## config.mk

```make
export PLATFORM = sky130hd
export DESIGN_NAME = box_motion_ctrl
export DESIGN_NICKNAME = d
export VERILOG_FILES = /design/src/rtl/box_motion_ctrl.sv
export SDC_FILE = /design/constraint.sdc
export NUM_CORES = 1
export LEC_CHECK = 0
export BUFFER_PORTS_ARGS = -buffer_cell sky130_fd_sc_hd__buf_4
export CAP_MARGIN = 0
export CORE_MARGIN = 2
export CORE_UTILIZATION = 50
export DETAILED_ROUTE_END_ITERATION = 7
export PLACE_DENSITY = 0.75
export SLEW_MARGIN = 20
export SYNTH_ARGS = -nofsm -noshare
export SYNTH_HDL_FRONTEND = slang
export SYNTH_SLANG_ARGS = --single-unit
```

## constraint.sdc

```tcl
create_clock -name rfr_clk -period 5.1 [get_ports rfr_clk]
set_input_delay 0 -clock rfr_clk [delete_from_list [all_inputs] [get_ports rfr_clk]]
set_output_delay 0 -clock rfr_clk [all_outputs]
set_load 0.02 [all_outputs]
```

## src/rtl/box_motion_ctrl.sv

```systemverilog
// Per-frame position/colour controller for the two overlay boxes.
// Updates are sequenced in vertical blanking through one shared step/clamp datapath.
module box_motion_ctrl #(
  parameter int H_ACTIVE  = 640,
  parameter int V_ACTIVE  = 480,
  parameter int BOX_W     = 64,
  parameter int BOX_H     = 64,
  parameter int STEP_SLOW = 1,
  parameter int STEP_FAST = 4,
  parameter int BOX1_X0   = 64,
  parameter int BOX1_Y0   = 64,
  parameter int BOX2_X0   = 448,
  parameter int BOX2_Y0   = 320
) (
  input  logic        rfr_clk,
  input  logic        reset_n,
  input  logic [11:0] pixel_cnt,
  input  logic [11:0] line_cnt,
  input  logic        move_box1,
  input  logic        move_box2,
  input  logic        dColor_box1,
  input  logic        dColor_box2,
  input  logic [4:0]  move_dir,
  input  logic        speed,
  output logic [11:0] box1_x,
  output logic [11:0] box1_y,
  output logic [11:0] box2_x,
  output logic [11:0] box2_y,
  output logic [2:0]  box1_color,
  output logic [2:0]  box2_color,
  output logic        frame_tick,
  output logic [1:0]  dbg_state
);

  typedef enum logic [1:0] {IDLE = 2'd0, UPD1 = 2'd1, UPD2 = 2'd2, DONE = 2'd3} state_t;

  localparam logic [12:0] X_MAX = 13'(H_ACTIVE - BOX_W);
  localparam logic [12:0] Y_MAX = 13'(V_ACTIVE - BOX_H);

  state_t state;
  logic   dcol1_q, dcol2_q;
  logic   pend1, pend2;
  logic   edge1, edge2;
  logic   boundary;

  assign edge1     = dColor_box1 & ~dcol1_q;
  assign edge2     = dColor_box2 & ~dcol2_q;
  assign boundary  = (pixel_cnt == 12'd0) && (line_cnt == 12'(V_ACTIVE));
  assign dbg_state = state;

  // Shared step/clamp unit: operand select follows the FSM state, so box2 is only
  // ever computed in UPD2 and box1 in every other state (result used in UPD1 only).
  logic        sel2, mv, go_up, go_dn, go_lf, go_rt;
  logic [12:0] cx, cy, step, nx, ny;

  always_comb begin
    sel2  = (state == UPD2);
    cx    = sel2 ? {1'b0, box2_x} : {1'b0, box1_x};
    cy    = sel2 ? {1'b0, box2_y} : {1'b0, box1_y};
    step  = speed ? 13'(STEP_FAST) : 13'(STEP_SLOW);
    mv    = (sel2 ? move_box2 : move_box1) & ~move_dir[4];
    go_up = mv & move_dir[0] & ~move_dir[1];
    go_dn = mv & move_dir[1] & ~move_dir[0];
    go_lf = mv & move_dir[2] & ~move_dir[3];
    go_rt = mv & move_dir[3] & ~move_dir[2];
    nx    = cx;
    ny    = cy;
    if (go_lf)      nx = (cx < step) ? 13'd0 : cx - step;
    else if (go_rt) nx = (cx + step > X_MAX) ? X_MAX : cx + step;
    if (go_up)      ny = (cy < step) ? 13'd0 : cy - step;
    else if (go_dn) ny = (cy + step > Y_MAX) ? Y_MAX : cy + step;
  end

  always_ff @(posedge rfr_clk or negedge reset_n) begin
    if (!reset_n) begin
      state      <= IDLE;
      box1_x     <= 12'(BOX1_X0);
      box1_y     <= 12'(BOX1_Y0);
      box2_x     <= 12'(BOX2_X0);
      box2_y     <= 12'(BOX2_Y0);
      box1_color <= 3'd0;
      box2_color <= 3'd1;
      frame_tick <= 1'b0;
      dcol1_q    <= 1'b0;
      dcol2_q    <= 1'b0;
      pend1      <= 1'b0;
      pend2      <= 1'b0;
    end else begin
      dcol1_q    <= dColor_box1;
      dcol2_q    <= dColor_box2;
      frame_tick <= 1'b0;
      if (edge1) pend1 <= 1'b1;
      if (edge2) pend2 <= 1'b1;
      case (state)
        IDLE: if (boundary) state <= UPD1;
        UPD1: begin
          box1_x <= nx[11:0];
          box1_y <= ny[11:0];
          // An edge landing on the apply cycle also counts now and stays pending.
          if (pend1 || edge1) begin
            box1_color <= box1_color + 3'd1;
            pend1      <= edge1;
          end
          state <= UPD2;
        end
        UPD2: begin
          box2_x <= nx[11:0];
          box2_y <= ny[11:0];
          if (pend2 || edge2) begin
            box2_color <= box2_color + 3'd1;
            pend2      <= edge2;
          end
          frame_tick <= 1'b1;
          state      <= DONE;
        end
        DONE:    state <= IDLE;
        default: state <= IDLE;
      endcase
    end
  end

endmodule

```

==> impl_metrics.ini, run 1 <==
[drt]
drc = 0
wl_per_cell_um = 18.02
drt_iter0_drc = 302
drt_pass1_iterations = 5
drt-total-wl_mm = 14.16
drtAntennaViolNets = 0
viasPerCell = 6.109
vias = 4802

[final_layout]
fill_cells = 849
final_common_cell = buf_4
layout-drive-gt1-share = 0.2603
instances_no_fill = 786
syn_to_final_growth_pct = 21.37
final_cell_area_mm2 = 0.005968
diodes = 0
final_cell_mix = 97 x buf_4, 53 x dfrtp_1, 52 x nor2_1
final_net_count = 702

[power_and_ir_drop]
power_density_mw_per_mm2 = 668.9
p_leak_nw = 2.447
irDropWorstVdd_mv = 0.4532

[critical_path]
crit_chain = inv_1, ha_4, mux2_2, ha_1, nor2b_1, a21oi_1, or3_1, a21o_1, a2111o_1, a21oi_4, a221o_1, a31oi_1
slowest_stage = a2111o_1
startpoint_type = flop
end_kind = flop
worst-path-buf-inv = 1
path_class = reg -> reg
cp_max_fo = 39
crit_arrival_ns = 4.42
max_stage_delay_ns = 0.49
required_ns = 5.32
path_delay_family = compound AO/OA/AOI/OAI gates

[flow_run]
drv_cap = 0

[outcome]
outcome = finished clean

[sta]
finalHoldWorstSlack_ns = 0.03270
fin_crit_ns = 4.204
grt_setup_unrepaired = false
max_freq_mhz = 237.9
final.setup_skew_ns = 0.004426
slew_headroom = 0.3793
fin_crit_sh = 0.8243
fin_setup_tns_ns = 0
final_hold_viol_count = 0
setup_violations = 0
finalWorstSetupSlack_ns = 0.8960
worstMarginPinSlew_ns = 0.9226
maxSlewViolCount = 0

[yosys]
async_reset_ff_frac = 1.000
ys_seq_elements = 61
synth_cell_type_count = 80
synth_top_flop_cell = dfrtp_1
syn_nets = 611
netlist.area_leader.share = 0.2697
syn-mean-instance-area_um2 = 8.828
synth_area_mm2 = 0.004917
syn_inst = 557
synth_edf_count = 0
synth_top_area_cell = dfrtp_1
yosys-top-cells-area = dfrtp_1 27%, mux2_2 6.4%, ha_1 4.6%, a21oi_1 4.5%, dfstp_2 4.3%
yosys_warnings = 0
yosysSeqAreaShare = 0.3125

[grt]
grt_pass1_wl_mm = 22.33
grtUsageTotal = 0.2716
overflow = 0
antenna_found_initial = 0
grt_max_degree = 62
grt_pass1_vias = 4401

[clock_tree]
cts.sinks = 61
cts_max_path_buffers = 2
htree_levels = 3
path_clk_slew_ns = 0.07
cts-buffers-inserted = 9
cts_tree = yes
clkLatencyLatePin_ns = 0.36
cts_root_buf = clkbuf_8

[floorplanning]
rows = 36
coreArea_mm2 = 0.009639
die_height_um = 103.2
die_area_mm2 = 0.01064
ios = 93
die_w_um = 103.2
initial_core_util = 0.5101

[worst_hold_path]
hold_path_class = in -> reg

[placed_design]
dp_hpwl_mm = 10.26
place_area_mm2 = 0.005703
place_ws_ns = 0.9401
portBuffers = 92
place.gp.congestion = 1.005
placedCellCount = 766
synth_stat cells (all sizes together), types with 2 or more instances:
cell / n
a2111o: 3
a2111oi: 3
a211o: 3
a211oi: 6
a21o: 8
a21oi: 46
a221o: 3
a221oi: 3
a22o: 2
a22oi: 2
a31oi: 13
a32oi: 2
and2: 3
and3: 3
and3b: 3
buf: 12
clkbuf: 9
dfrtp: 53
dfstp: 8
ha: 18
inv: 19
mux2: 30
mux2i: 20
nand2: 47
nand2b: 11
nand3: 13
nand4: 6
nor2: 53
nor2b: 10
nor3: 9
nor4: 11
o211ai: 5
o21a: 6
o21ai: 41
o221ai: 7
o22ai: 10
o31ai: 6
o32ai: 2
or3: 4
xnor2: 18
xor2: 5
cell families (layout without fill, tap and decap cells):
logic type | Yosys count | in the layout | synth area share
AO/OA/AOI/OAI | 181 | 181 | 0.2608
XOR/XNOR | 23 | 23 | 0.04097
adder cells (fa/ha/maj) | 18 | 18 | 0.04580
buffers and inverters | 41 | 137 | 0.03995
flip-flops | 61 | 61 | 0.3125
multiplexers | 50 | 50 | 0.1142
AND/OR/NAND/NOR | 183 | 183 | 0.1858
flip-flops by register name, indices dropped and copies added, names as in the netlist:
register    flops
box1_color      3
box1_x         12
box1_y         12
box2_color      3
box2_x         12
box2_y         12
dbg_state       2
dcol1_q         1
dcol2_q         1
frame_tick      1
pend1           1
pend2           1
layer usage:
| layer | routed length [um] | global-route usage | vias up |
|---|---|---|---|
| li1 | - | - | 2268 |
| met1 | 6430 | 0.3850 | 2275 |
| met2 | 6286 | 0.4091 | 231 |
| met3 | 1098 | 0.04570 | 28 |
| met4 | 346 | 0.1184 | 0 |
| met5 | 0 | 0 | - |
final cells by class:
type | instances | area (um2) | share of cell area
inverter | 20 | 75.07 | 0.01258
timing repair buffer | 101 | 768.2 | 0.1287
sequential | 61 | 1536 | 0.2574
multi-input combinational | 455 | 3197 | 0.5356
clock inverter | 4 | 70.07 | 0.01174
tap | 133 | 166.4 | 0.02788
clock buffer | 12 | 155.1 | 0.02600
what timing repair did:
item	CTS	global route
buffers inserted	0	0
setup endpoints to repair	0	0
hold endpoints to repair	57	0
hold buffers	4	0
gates resized for setup	0	0
per-stage QoR:
step | total power, mW | utilization
finish | 3.992 | 0.6192
global route | 4.294 | 0.6192
CTS | 3.980 | 0.6192
detailed placement | 3.460 | 0.5916
global placement | 3.395 | 0.5916
floorplan | 2.737 | -
worst register-to-register path: stages, from the launching register on:
cell,delay (ns)
dfrtp_1,0.41
inv_1,0.17
ha_4,0.47
mux2_2,0.43
ha_1,0.38
nor2b_1,0.23
a21oi_1,0.24
or3_1,0.42
a21o_1,0.19
a2111o_1,0.49
a21oi_4,0.32
a221o_1,0.23
a31oi_1,0.09
worst paths after layout:
check / from / endpoint / slack [ns] / cells past startpoint
setup / recovery: dbg_state[0] / box1_y[8] / 0.90 / 12
hold / removal: move_dir[2] / box1_x[6] / 0.03 / 4
setup reg to reg: dbg_state[0] / box1_y[8] / 0.90 / 12
hold reg to reg: box1_color[2] / box1_color[2] / 0.47 / 1
max in group asynchronous: reset_n / box2_x[9] / 4.31 / 2
min in group asynchronous: reset_n / box1_color[2] / 0.27 / 2
power by group:
group          switching, mW  total (mW)  internal, mW
combinational           1.51        2.55          1.04
clock                  0.205       0.505         0.300
sequential             0.240       0.940         0.700
total                   1.96        3.99          2.04
Power figures use the tool's default switching activity.
==> inputs of run 2 (changes only) <==
==> constraint.sdc (replaced) <==
create_clock -name rfr_clk -period 4.04 [get_ports rfr_clk]
set_input_delay 0 -clock rfr_clk [delete_from_list [all_inputs] [get_ports rfr_clk]]
set_output_delay 0 -clock rfr_clk [all_outputs]
set_load 0.02 [all_outputs]
==> run 2 against run 1 <==
  * Sequential cell count unchanged
  * Final cell count increased by 1.1%
  * Non-clock buffer count increased by 9
  * Global-route usage increased by 1.4 points
  * Largest power group unchanged
  * Highest routed layer unchanged
==> impl_metrics.ini, run 2 (synthesized netlist as in run 1, its figures left out) <==
[placed_design]
place.gp.congestion = 0.9813
dp_hpwl_mm = 10.95
place_area_mm2 = 0.005808
portBuffers = 92

[sta]
fin_crit_ns = 3.745
setup_violations = 0
final.setup_skew_ns = 0.009781
grt_setup_unrepaired = false
fin_setup_tns_ns = 0
maxSlewViolCount = 0
worstMarginPinSlew_ns = 0.8969
final_hold_viol_count = 0
fin_crit_sh = 0.9270
max_freq_mhz = 267.0
slew_headroom = 0.3957

[floorplanning]
ios = 93
rows = 36
die_height_um = 103.2
initial_core_util = 0.5101
coreArea_mm2 = 0.009639
die_w_um = 103.2
die_area_mm2 = 0.01064

[power_and_ir_drop]
p_clk_frac = 0.093
p_total_mw = 4.981
p_sw_mw = 2.511
p_leak_nw = 2.469
sw_frac_of_total = 0.5042
p_int_mw = 2.469
irDropWorstVdd_mv = 0.7479
combPwrFrac = 0.666
power_density_mw_per_mm2 = 831.2
p_seq_frac = 0.241

[grt]
grt_pass1_wl_mm = 23.34
grtUsageTotal = 0.2853
grt_pass1_vias = 4639
grt_max_degree = 62
antenna_found_initial = 0
overflow = 0

[critical_path]
crit-reg2reg-launch = dbg_state[0]
endpoint = box1_x[8]
cp-startpoint = dbg_state[0]
path_class = reg -> reg
reg2reg_to = box1_x[8]
crit_arrival_ns = 4.00
cp_max_fo = 9
end_kind = flop
required_ns = 4.29
r2r_cells = 12
r2r_slack_ns = 0.29
startpoint_type = flop

[drt]
viasPerCell = 6.086
wl_per_cell_um = 18.38
drt_iter0_drc = 248
drtAntennaViolNets = 0
drc = 0
drt-total-wl_mm = 14.61
vias = 4838
drt_pass1_iterations = 5

[final_layout]
syn_to_final_growth_pct = 21.86
final_net_count = 711
fill_cells = 882
final_cell_area_mm2 = 0.005992
diodes = 0
final_common_cell = buf_4
final_cell_mix = 107 x buf_4, 52 x nor2_1, 52 x dfrtp_1
layout-drive-gt1-share = 0.2795

[clock_tree]
clkLatencyLatePin_ns = 0.35
cts_root_buf = clkbuf_8
cts_setup_buffers = 0
cts_max_path_buffers = 2
path_clk_slew_ns = 0.07
cts_hold_buf = 3
ctsResizeCount = 0
htree_levels = 3
cts.sinks = 61
cts-buffers-inserted = 9
cts_tree = yes

[worst_hold_path]
hold_path_class = in -> reg
whs_path_depth = 3

[flow_run]
drv_cap = 0

[outcome]
outcome = finished clean
## run 2: cell types whose count changed in the layout (fill, tap and decap cells not counted), sizes merged
cell	delta
bufinv	-2
buf	+10
clkbuf	+1
clkinv	+1
dlygate4sd3	-1
## run 2: layer usage
layer	track usage	part of all wire
met1	0.3863	0.45
met2	0.4600	0.46
met3	0.05847	0.066
met4	0.09109	0.022
met5	0	0
## run 2: worst min-delay path by stage
stage / startpoint / end / slack (ns)
after global placement: dColor_box1 / dcol1_q / 0.12
after CTS: move_dir[3] / box1_x[6] / 0.001
after detailed placement: dColor_box1 / dcol1_q / 0.12
after floorplan: reset_n / box1_color[0] / -0.30
final: move_dir[3] / box1_x[6] / 0.01
after global routing: move_dir[3] / box1_x[6] / 0.04
## run 2: worst max-delay path: stages (launching register included)
cell	delay, ns
dfrtp_2	0.43
inv_2	0.11
ha_4	0.21
mux2_2	0.36
ha_1	0.35
nor2b_1	0.22
a21o_1	0.35
mux2_2	0.42
a2111oi_4	0.32
o22ai_1	0.18
nor2b_1	0.35
a211oi_1	0.14
o31ai_1	0.21
## run 2: final cells by class
type | count | area [um2] | share of cell area
inverters | 20 | 75.07 | 0.01253
clock buffers | 13 | 138.9 | 0.02318
multi-input cells | 455 | 3226 | 0.5383
flip-flops and latches | 61 | 1538 | 0.2566
well taps | 133 | 166.4 | 0.02777
repair buffers | 110 | 833.3 | 0.1391
clock inverters | 3 | 15.01 | 0.002506
## run 2: per-stage QoR
stage	instances	hold slack, ns	utilization	worst slack, ns
after floorplan	557	-0.2956	-	0.001056
after global placement	776	0.1179	0.6025	0.4370
after detailed placement	776	0.1182	0.6025	0.3578
after CTS	795	0.001456	0.6216	0.3175
after global routing	795	0.03638	0.6216	0.04182
final	795	0.01420	0.6216	0.2947
## run 2: power groups by stage
| stage | logic (mW) | registers, mW | clock network [mW] |
|---|---|---|---|
| 4_1_cts | 3.30 | 1.20 | 0.476 |
| 2_1_floorplan | 2.14 | 1.39 | 0 |
| 3_5_place_dp | 3.28 | 1.20 | 0 |
| 6_report | 3.32 | 1.20 | 0.461 |
| 5_1_grt | 3.63 | 1.24 | 0.503 |
| 3_3_place_gp | 3.23 | 1.19 | 0 |
